## src/rtl/pwm_actuator.sv

```systemverilog
// H-bridge PWM output stage: saturates the signed PID command, drives one leg per
// direction with reversal dead time, and issues the periodic PID sample strobe.
module pwm_actuator #(
    parameter int Width     = 18,
    parameter int CntWidth  = 10,
    parameter int Period    = 1000,
    parameter int DeadTime  = 8,
    parameter int SampleDiv = 10
) (
    input  logic             sclk,
    input  logic             rst,
    input  logic [Width-1:0] u,
    input  logic             out_en,
    output logic             sample_en,
    output logic             pwm_a,
    output logic             pwm_b,
    output logic             sat,
    output logic             dir
);

    localparam int MagW = Width + 1;
    localparam int DivW = (SampleDiv > 1) ? $clog2(SampleDiv) : 1;

    localparam logic [CntWidth-1:0] PeriodC  = CntWidth'(Period);
    localparam logic [CntWidth-1:0] PeriodM1 = CntWidth'(Period - 1);
    localparam logic [CntWidth-1:0] HalfC    = CntWidth'(Period / 2);
    localparam logic [CntWidth-1:0] DeadC    = CntWidth'(DeadTime);
    localparam logic [MagW-1:0]     PeriodW  = MagW'(Period);
    localparam logic [DivW-1:0]     DivM1    = DivW'(SampleDiv - 1);

    logic [CntWidth-1:0] cnt_q, cnt_d;
    logic [DivW-1:0]     div_q, div_d;
    logic [CntWidth-1:0] duty_q, duty_d;
    logic                dir_q, dir_d;
    logic                chg_q, chg_d;
    logic                sat_q, sat_d;
    logic                pwm_a_q, pwm_a_d;
    logic                pwm_b_q, pwm_b_d;
    logic                sample_q, sample_d;

    logic                wrap_s;
    logic [MagW-1:0]     u_ext_s;
    logic [MagW-1:0]     mag_s;
    logic                clip_s;
    logic [CntWidth-1:0] lo_s;
    logic                act_s;

    // Next-state: counters, command latch and the output pattern for the coming phase
    always_comb begin
        wrap_s  = (cnt_q == PeriodM1);
        // Magnitude at Width+1 bits so the most negative command negates cleanly
        u_ext_s = {u[Width-1], u};
        if (u[Width-1]) begin
            mag_s = ~u_ext_s + {{(MagW-1){1'b0}}, 1'b1};
        end else begin
            mag_s = u_ext_s;
        end
        clip_s = (mag_s > PeriodW);

        if (wrap_s) begin
            cnt_d = '0;
            if (div_q == DivM1) begin
                div_d = '0;
            end else begin
                div_d = div_q + {{(DivW-1){1'b0}}, 1'b1};
            end
        end else begin
            cnt_d = cnt_q + {{(CntWidth-1){1'b0}}, 1'b1};
            div_d = div_q;
        end

        duty_d = duty_q;
        dir_d  = dir_q;
        chg_d  = chg_q;
        sat_d  = sat_q;
        if (!out_en) begin
            duty_d = '0;
            if (wrap_s) begin
                chg_d = 1'b0;
                sat_d = 1'b0;
            end else begin
                chg_d = chg_q;
                sat_d = sat_q;
            end
        end else if (wrap_s) begin
            duty_d = clip_s ? PeriodC : mag_s[CntWidth-1:0];
            sat_d  = clip_s;
            dir_d  = u[Width-1];
            chg_d  = (u[Width-1] != dir_q) && (duty_q != '0);
        end else begin
            duty_d = duty_q;
        end

        lo_s     = chg_d ? DeadC : '0;
        act_s    = (cnt_d >= lo_s) && (cnt_d < duty_d);
        pwm_a_d  = act_s && !dir_d;
        pwm_b_d  = act_s && dir_d;
        sample_d = (cnt_d == HalfC) && (div_d == DivM1);
    end

    // State and registered outputs with synchronous reset
    always_ff @(posedge sclk) begin
        if (rst) begin
            cnt_q    <= '0;
            div_q    <= '0;
            duty_q   <= '0;
            dir_q    <= 1'b0;
            chg_q    <= 1'b0;
            sat_q    <= 1'b0;
            pwm_a_q  <= 1'b0;
            pwm_b_q  <= 1'b0;
            sample_q <= 1'b0;
        end else begin
            cnt_q    <= cnt_d;
            div_q    <= div_d;
            duty_q   <= duty_d;
            dir_q    <= dir_d;
            chg_q    <= chg_d;
            sat_q    <= sat_d;
            pwm_a_q  <= pwm_a_d;
            pwm_b_q  <= pwm_b_d;
            sample_q <= sample_d;
        end
    end

    assign pwm_a     = pwm_a_q;
    assign pwm_b     = pwm_b_q;
    assign sat       = sat_q;
    assign dir       = dir_q;
    assign sample_en = sample_q;

endmodule

```

## config.mk

```make
export PLATFORM = sky130hd
export DESIGN_NAME = pwm_actuator
export DESIGN_NICKNAME = d
export VERILOG_FILES = /design/src/rtl/pwm_actuator.sv
export SDC_FILE = /design/constraint.sdc
export NUM_CORES = 1
export LEC_CHECK = 0
export ABC_AREA = 1
export CAP_MARGIN = 30
export CORE_ASPECT_RATIO = 1.25
export CORE_MARGIN = 2
export CORE_UTILIZATION = 41
export CTS_CLUSTER_DIAMETER = 50
export DETAILED_ROUTE_END_ITERATION = 8
export RECOVER_POWER = 50
export SETUP_SLACK_MARGIN = 0.05
export SYNTH_ARGS = -nofsm -noshare
export SYNTH_HDL_FRONTEND = slang
export SYNTH_SLANG_ARGS = --single-unit
```

## constraint.sdc

```tcl
create_clock -name sclk -period 8.27 [get_ports sclk]
set_input_delay 1.654 -clock sclk [delete_from_list [all_inputs] [get_ports sclk]]
set_output_delay 1.654 -clock sclk [all_outputs]
set_load 0.01 [all_outputs]
```

==> out/results.tsv, run 1 <==
metric	value	unit
status	complete, no violations	
globalplace.congestion	0.881	
seqCellArea	601	um2
cts_setup_buffers	0	
met3_length	114	um
crit_type	in2reg	
ff2ff_path_depth	13	
p_int	233	uW
dpl_cell_area	2520	um2
cts_made_buffers	5	
cp_max_fo	26	
cp-end-kind	flop	
antennaDiodeCount	0	
seqPwrFrac	46.8	%
skew	0.00196	ns
cts_sinks	30	
dp_slack	2.99	ns
grt_pass1_wl	9940	um
finalWirelength	5610	um
finalSetupViolCount	0	
met2_length	2980	um
p_leak	0.00122	uW
via_per_inst	5.06	
insertion_delay	0.27	ns
die_area	6030	um2
p_sw_share	26.3	%
nFillCells	559	
syn_avg_cell_area	6.27	um2
cts_resized	0	
vias	2227	
drc	0	
startpoint_type	input port	
drtPass1Iterations	4	
period_needed	5.00	ns
fin_crit_sh	60.5	%
powerDensity	122	nW/um2
clockBufferDepth	2	
ys_seq_area_share	27.0	%
fmax	200	MHz
p_sw	83.1	uW
core-area	5150	um2
grt_pass1_vias	2226	
overflow	0	
cts.clk_slew.worst_paths	0.06	ns
critPathRequiredTime	8.49	ns
wl_per_cell	12.7	um
final_hold_viol_count	0	
fin_nets	413	
h-tree-depth	2	
yosys.cell_types.count	39	
multi_input_area	1370	um2
highest_layer	met4	
ant_nets	0	
die_y	86.3	um
track_usage	20.4	%
worst_slew_pin_slew	1.23	ns
clkPwrFrac	36.1	%
ys_seq_elements	30	
final_cell_area	2600	um2
cp_data_arrival_time	5.22	ns
antenna_found_initial	0	
setup_tns	0	ns
area_growth	17.0	%
rsz0062_at_grt	false	
maxSlewHeadroom	18.1	%
start_util	43.1	%
boundaryPins	26	
rows	29	
fin_ws	3.27	ns
peakVddDrop	0.0589	mV
tritoncts	built	
yosysWarnings	0	
syn_nets	388	
grt_max_degree	29	
maxCapViolCount	0	
combPwrFrac	17.1	%
drive_above_1_share	6.35	%
syn_area	2220	um2
hold_depth	2	
met1_length	2380	um
hp-class	reg2reg	
die_w	69.8	um
io_buffers	25	
synth_cells	354	
cts_hold_buf	0	
drt_first_iter_violations	107	
cts-root-buf	clkbuf_8	
top_regs	cnt_q: 10 flops, duty_q: 10 flops, div_q: 4 flops	
hpwl	4640	um
final_max_slew_viol_count	0	
-- synthesized netlist by cell type (all sizes together) --
cell type | n | area, um2
or2 | 1 | 6.26
o221ai | 6 | 52.6
o21ai | 11 | 58.8
ha | 13 | 163
nand2 | 91 | 344
a31o | 2 | 17.5
o22ai | 1 | 6.26
nor3b | 1 | 7.51
nor3 | 8 | 50.1
o31ai | 2 | 15.0
xor2 | 6 | 52.6
a2111oi | 1 | 8.76
o21a | 1 | 7.51
nand4 | 10 | 68.8
nor4 | 4 | 31.3
nor2 | 60 | 238
nand3b | 6 | 45.0
a31oi | 1 | 6.26
a21oi | 5 | 25.0
and2 | 1 | 6.26
inv | 56 | 210
o311ai | 1 | 8.76
dfxtp | 30 | 601
clkbuf | 3 | 11.3
o32ai | 1 | 8.76
buf | 5 | 26.3
nand3 | 27 | 145
-- cell type report --
| cell class | count | share of cell area [%] |
|---|---|---|
| clock buffer | 6 | 3.18 |
| inverter | 56 | 8.09 |
| multi-input combinational | 260 | 52.8 |
| sequential | 30 | 23.1 |
| tap | 62 | 2.99 |
| timing repair buffer | 26 | 9.78 |
-- cell usage in the layout, fill, tap and decap left out, drive strengths merged --
cell	count
o221ai	6
nor3b	1
and2	1
or2	1
nand3	27
nand2	91
clkdlybuf4s50	21
dfxtp	30
a31oi	1
o22ai	1
inv	56
a31o	2
o311ai	1
o21ai	11
xor2	6
a2111oi	1
ha	13
o31ai	2
nand4	10
nand3b	6
nor4	4
nor3	8
dlygate4sd3	4
clkbuf	7
o32ai	1
o21a	1
nor2	60
a21oi	5
-- worst max-delay path, stage by stage --
cell and delay, ns:
clkdlybuf4s50_1 1.03, inv_1 0.20, o21ai_0 0.21, nand2_1 0.09, nand3_1 0.07, nand2_1 0.05
nand2_1 0.05, nand2_1 0.05, nor2_1 0.10, nand2_2 0.08, nand4_2 0.17, o221ai_1 0.16
ha_1 0.34, a21oi_1 0.15, nor2_1 0.05, a2111oi_0 0.40, o31ai_1 0.14, inv_1 0.08
nand2_1 0.07, nor2_1 0.07
-- power by group through the flow --
stage	combinational [uW]	sequential (uW)	clock [uW]
after floorplan	33.7	151	0
after global placement	54.9	151	0
after detailed placement	55.2	151	0
after CTS	55.3	148	116
after global routing	61.9	148	123
final	54.2	148	114
-- cells by family after synthesis --
logic type	count (synthesis)	share of synthesized area, %
compound gates	32	9.69
xor+xnor	6	2.37
fa+ha+maj	13	7.32
buf+inv	64	11.2
flops	30	27.0
simple gates	209	42.4
-- per-stage QoR --
stage | cells | total power (uW) | util, % | hold WS (ns)
6_report | 440 | 316 | 50.4 | 0.465
2_1_floorplan | 354 | 185 | - | 0.453
3_3_place_gp | 434 | 206 | 48.9 | 0.456
3_5_place_dp | 434 | 206 | 48.9 | 0.463
5_1_grt | 440 | 333 | 50.4 | 0.498
4_1_cts | 440 | 319 | 50.5 | 0.471
-- final timing paths --
kind                       startpoint          endpoint  slack [ns]
setup / recovery                u[17]  pwm_a$_SDFF_PP0_        3.27
hold / removal       sat$_SDFFE_PP0N_  sat$_SDFFE_PP0N_        0.47
setup reg to reg  cnt_q[0]$_SDFF_PP0_  pwm_a$_SDFF_PP0_        5.09
hold reg to reg      sat$_SDFFE_PP0N_  sat$_SDFFE_PP0N_        0.47
-- routing by layer --
layer,GRT usage (%),vias to the layer above
li1,-,1195
met1,22.5,979
met2,39.2,41
met3,2.67,12
met4,8.04,0
met5,0,-
Note: power is estimated with default switching activity, not from simulation.
==> inputs of run 2 (changes only) <==
==> constraint.sdc (replaced) <==
create_clock -name sclk -period 4.95 [get_ports sclk]
set_input_delay 0.99 -clock sclk [delete_from_list [all_inputs] [get_ports sclk]]
set_output_delay 0.99 -clock sclk [all_outputs]
set_load 0.01 [all_outputs]
==> run 2 against run 1 <==
Effect of this change: non-clock buffer count grew 2; sequential power grew 67%; clock power rose by 81%; combinational power up 71%; core utilization rose by 0.53 points; design area rose by 1.1%; clock skew grew 0.0022 ns; critical path type unchanged; largest power group unchanged.
==> out/results.tsv, run 2 (synthesis results as in run 1) <==
metric	value	unit
layout_common_cells	90 x nand2_1, 57 x nor2_1, 52 x inv_1, 30 x dfxtp_1, 25 x nand3_1	
rows	29	
power	546	uW
fin_ws	0.740	ns
finalSetupViolCount	0	
overflow	0	
hp-class	reg2reg	
finalWirelength	5760	um
cts_resized	0	
status	complete, no violations	
antennaDiodeCount	0	
p_leak	0.00124	uW
skew	0.00417	ns
critPathRequiredTime	5.17	ns
drive_above_1_share	7.33	%
core-area	5150	um2
nFillCells	546	
maxSlewHeadroom	14.4	%
vias	2276	
final_max_slew_viol_count	0	
ant_nets	0	
wl_per_cell	13.0	um
layout_commonest_cell	nand2_1	
globalplace.congestion	0.861	
area_growth	18.2	%
startpoint_type	input port	
track_usage	20.7	%
dpl_cell_area	2530	um2
startpoint	u[0]	
setup_tns	0	ns
cts_sinks	30	
drc	0	
h-tree-depth	2	
die_y	86.3	um
grt_max_degree	29	
tritoncts	built	
fin_nets	415	
hpwl	4790	um
boundaryPins	26	
die_area	6030	um2
worst_slew_pin_slew	1.28	ns
die_w	69.8	um
fin_crit_sh	85.1	%
cts-root-buf	clkbuf_8	
period_needed	4.21	ns
peakVddDrop	0.0951	mV
top_regs	cnt_q: 10 flops, duty_q: 10 flops, div_q: 4 flops	
min_from	sat$_SDFFE_PP0N_	
final_hold_viol_count	0	
powerDensity	208	nW/um2
drt_first_iter_violations	84	
start_util	43.1	%
reg2reg_from	cnt_q[0]$_SDFF_PP0_	
dp_slack	0.479	ns
maxCapViolCount	0	
cp_max_fo	7	
cp-end-kind	flop	
io_buffers	25	
cts_setup_buffers	0	
clockBufferDepth	2	
cts_hold_buf	0	
cts_made_buffers	5	
insertion_delay	0.28	ns
final_cell_area	2630	um2
cp_data_arrival_time	4.43	ns
grt_pass1_vias	2297	
crit_type	in2reg	
cts.clk_slew.worst_paths	0.07	ns
via_per_inst	5.13	
fmax	238	MHz
grt_pass1_wl	10000	um
drtPass1Iterations	4	
rsz0062_at_grt	false	
antenna_found_initial	0	
run 2: cell types whose count changed in the layout (fill, tap and decap cells not counted), sizes merged:
cell,delta
buf,+2
clkdlybuf4s50,-1
clkinv,+1
clkinvlp,+1
dlygate4sd3,+1
run 2: routing by layer:
metal / up-vias / GRT usage [%] / part of all wire [%]
met1: 1015 / 20.2 / 40
met3: 16 / 2.33 / 2.4
li1: 1195 / - / -
met2: 50 / 42.6 / 55
met5: - / 0 / 0
met4: 0 / 9.79 / 3.3
run 2: path summary, 6_finish.rpt:
kind,to,slack (ns),depth (start not counted)
max,pwm_b$_SDFF_PP0_,0.74,22
min,sat$_SDFFE_PP0N_,0.46,2
max reg2reg,pwm_b$_SDFF_PP0_,1.70,17
min reg2reg,sat$_SDFFE_PP0N_,0.46,2
run 2: layout make-up:
type | count | area [um2] | area share, %
well taps | 62 | 77.6 | 2.96
clock inverters | 2 | 12.5 | 0.477
repair buffers | 28 | 269 | 10.2
inverters | 56 | 210 | 8.01
flip-flops and latches | 30 | 601 | 22.9
multi-input cells | 260 | 1370 | 52.3
clock buffers | 6 | 82.6 | 3.15
run 2: worst max-delay path, stage by stage:
cell and delay, ns:
clkdlybuf4s50_1 0.46, inv_1 0.14, ha_1 0.24, nand3_2 0.14, o21ai_2 0.30, nand3b_1 0.12
nand2_1 0.08, nand2_1 0.06, nor2_2 0.16, nand4_2 0.22, o21ai_1 0.18, nand2_1 0.10
ha_1 0.31, nand2_1 0.06, inv_1 0.06, nand3_1 0.07, a31oi_1 0.08, a2111oi_0 0.30
o31ai_1 0.14, inv_1 0.07, nand2_1 0.07, nor2_1 0.08
run 2: power by group:
group,switching [uW],total (uW),internal [uW]
Combinational,54.0,92.7,38.7
Sequential,2.35,247,245
Clock,94.9,206,112
Total,151,546,395
run 2: through the flow:
stage | hold slack (ns) | cells | util (%)
global placement | 0.457 | 436 | 49.2
finish | 0.461 | 444 | 50.9
global route | 0.480 | 444 | 50.9
floorplan | 0.453 | 354 | -
CTS | 0.465 | 444 | 51.0
detailed placement | 0.455 | 436 | 49.2
==> inputs of run 3 (changes only) <==
--- a/config.mk
+++ b/config.mk
@@ -8,7 +8,7 @@
 export ABC_AREA = 1
 export CAP_MARGIN = 30
 export CORE_ASPECT_RATIO = 1.25
-export CORE_MARGIN = 2
+export CORE_MARGIN = 5
 export CORE_UTILIZATION = 41
 export CTS_CLUSTER_DIAMETER = 50
 export DETAILED_ROUTE_END_ITERATION = 8
==> constraint.sdc (replaced) <==
create_clock -name sclk -period 4.95 [get_ports sclk]
set_input_delay 0.99 -clock sclk [delete_from_list [all_inputs] [get_ports sclk]]
set_output_delay 0.99 -clock sclk [all_outputs]
set_load 0.1 [all_outputs]
==> run 3 against run 2 <==
Effect of this change: first-iteration DRC count is 8.3% lower; worst hold slack gained 0.0039 ns; cell count is 0.23% higher; die area increased by 16%; via count down 1.4%; clock-buffer cell count rose by 1; routed wire length down 3.1%; total power up 0.87%; non-clock buffer count down 1; global-route usage decreased by 3.2 points; clock power about the same; critical path type unchanged; highest routed layer unchanged.
==> out/results.tsv, run 3 (synthesis results as in run 1) <==
metric	value	unit
status	complete, no violations	
startpoint	u[17]	
cp_num_cells	20	
cp_cell_sequence	dlygate4sd3_1 -> inv_1 -> o21ai_0 -> nand2_1 -> nand3_1 -> nand2_1 -> nand2_1 -> nand2_1 -> nor2_1 -> nand2_2 -> nand4_2 -> o221ai_1 -> ha_1 -> a21oi_1 -> nor2_1 -> a2111oi_0 -> o31ai_1 -> inv_1 -> nand2_1 -> nor2_1	
layout_commonest_cell	nand2_1	
skew	0.00319	ns
core-area	5330	um2
final_hold_viol_count	0	
cts_sinks	30	
final_cell_area	2620	um2
cp_slowest_cell	dlygate4sd3_1	
maxSlewHeadroom	16.7	%
peakVddDrop	0.102	mV
startpoint_type	input port	
fin_crit_sh	89.6	%
drt_first_iter_violations	77	
cts_resized	0	
io_buffers	25	
drtPass1Iterations	7	
setup_tns	0	ns
worst_slew_pin_slew	1.25	ns
hp-class	reg2reg	
insertion_delay	0.28	ns
cts_setup_buffers	0	
vias	2244	
worstReg2RegEnd	pwm_a$_SDFF_PP0_	
numPlacedInstances	437	
drive_above_1_share	6.82	%
clockBufferDepth	2	
antennaDiodeCount	0	
rsz0062_at_grt	false	
maxCapViolCount	0	
critPathRequiredTime	5.17	ns
cts_hold_buf	0	
h-tree-depth	2	
r2r_setup_slack	1.70	ns
cp_max_fo	22	
area_growth	17.8	%
layout_common_cells	90 x nand2_1, 57 x nor2_1, 52 x inv_1, 30 x dfxtp_1, 25 x nand3_1	
final_cells	445	
overflow	0	
cp_data_arrival_time	4.66	ns
wl_per_cell	12.5	um
grt_pass1_vias	2157	
cts_made_buffers	5	
cpPeakStageDelay	1.01	ns
top_regs	cnt_q: 10 flops, duty_q: 10 flops, div_q: 4 flops	
crit_type	in2reg	
path_delay_family	buffers and inverters	
start_util	41.7	%
reg2reg_from	cnt_q[0]$_SDFF_PP0_	
dp_slack	0.303	ns
finalSetupViolCount	0	
ant_nets	0	
worst-path-buf-inv	3	
hold_depth	2	
fin_ws	0.515	ns
final_max_slew_viol_count	0	
track_usage	17.5	%
rows	30	
critPathMostFrequentCell	nand2_1	
drc	0	
hpwl	4540	um
fin_nets	414	
fmax	225	MHz
die_area	7000	um2
grt_max_degree	29	
tritoncts	built	
p_leak	0.00122	uW
dpl_cell_area	2530	um2
antenna_found_initial	0	
die_w	75.8	um
period_needed	4.44	ns
grt_pass1_wl	9480	um
boundaryPins	26	
cp-end-kind	flop	
crit_end	pwm_a$_SDFF_PP0_	
globalplace.congestion	0.839	
ff2ff_path_depth	17	
powerDensity	211	nW/um2
cts.clk_slew.worst_paths	0.06	ns
power	551	uW
cts-root-buf	clkbuf_8	
die_y	92.3	um
via_per_inst	5.04	
finalWirelength	5580	um
[run 3: worst min path at each step]
| stage | startpoint | to |
|---|---|---|
| floorplan | chg_q$_SDFF_PP0_ | chg_q$_SDFF_PP0_ |
| global placement | sat$_SDFFE_PP0N_ | sat$_SDFFE_PP0N_ |
| detailed placement | sat$_SDFFE_PP0N_ | sat$_SDFFE_PP0N_ |
| CTS | sat$_SDFFE_PP0N_ | sat$_SDFFE_PP0N_ |
| global route | sat$_SDFFE_PP0N_ | sat$_SDFFE_PP0N_ |
| finish | sat$_SDFFE_PP0N_ | sat$_SDFFE_PP0N_ |
[run 3: routing by layer]
layer | wire, um | vias up | track usage, %
met2 | 2960 | 40 | 31.0
met5 | 0 | - | 0
met1 | 2330 | 989 | 20.1
met4 | 131 | 0 | 7.14
met3 | 161 | 13 | 2.74
li1 | - | 1202 | -
[run 3: area by class of cell]
type / count / area [um2]
flip-flops and latches: 30 / 601
fillers: 580 / 2710
clock buffers: 7 / 86.3
repair buffers: 27 / 262
clock inverters: 1 / 5.00
well taps: 64 / 80.1
inverters: 56 / 210
multi-input cells: 260 / 1370
[run 3: tightest hold or removal path, cell delays in order (launching register included)]
cell	delay (ns)
dfxtp_1	0.31
nand2_1	0.06
a21oi_1	0.05
[run 3: power breakdown]
group	leakage, uW	total, uW	switching, uW	internal, uW
combinational	0.000929	99.4	61.0	38.4
sequential	0.000242	247	2.55	245
clock	0.0000482	204	92.2	112
[run 3: per-stage QoR]
| stage | hold WS [ns] | utilization, % |
|---|---|---|
| detailed placement | 0.459 | 47.4 |
| global placement | 0.459 | 47.4 |
| CTS | 0.468 | 49.2 |
| finish | 0.465 | 49.1 |
| floorplan | 0.453 | - |
| global route | 0.486 | 49.1 |
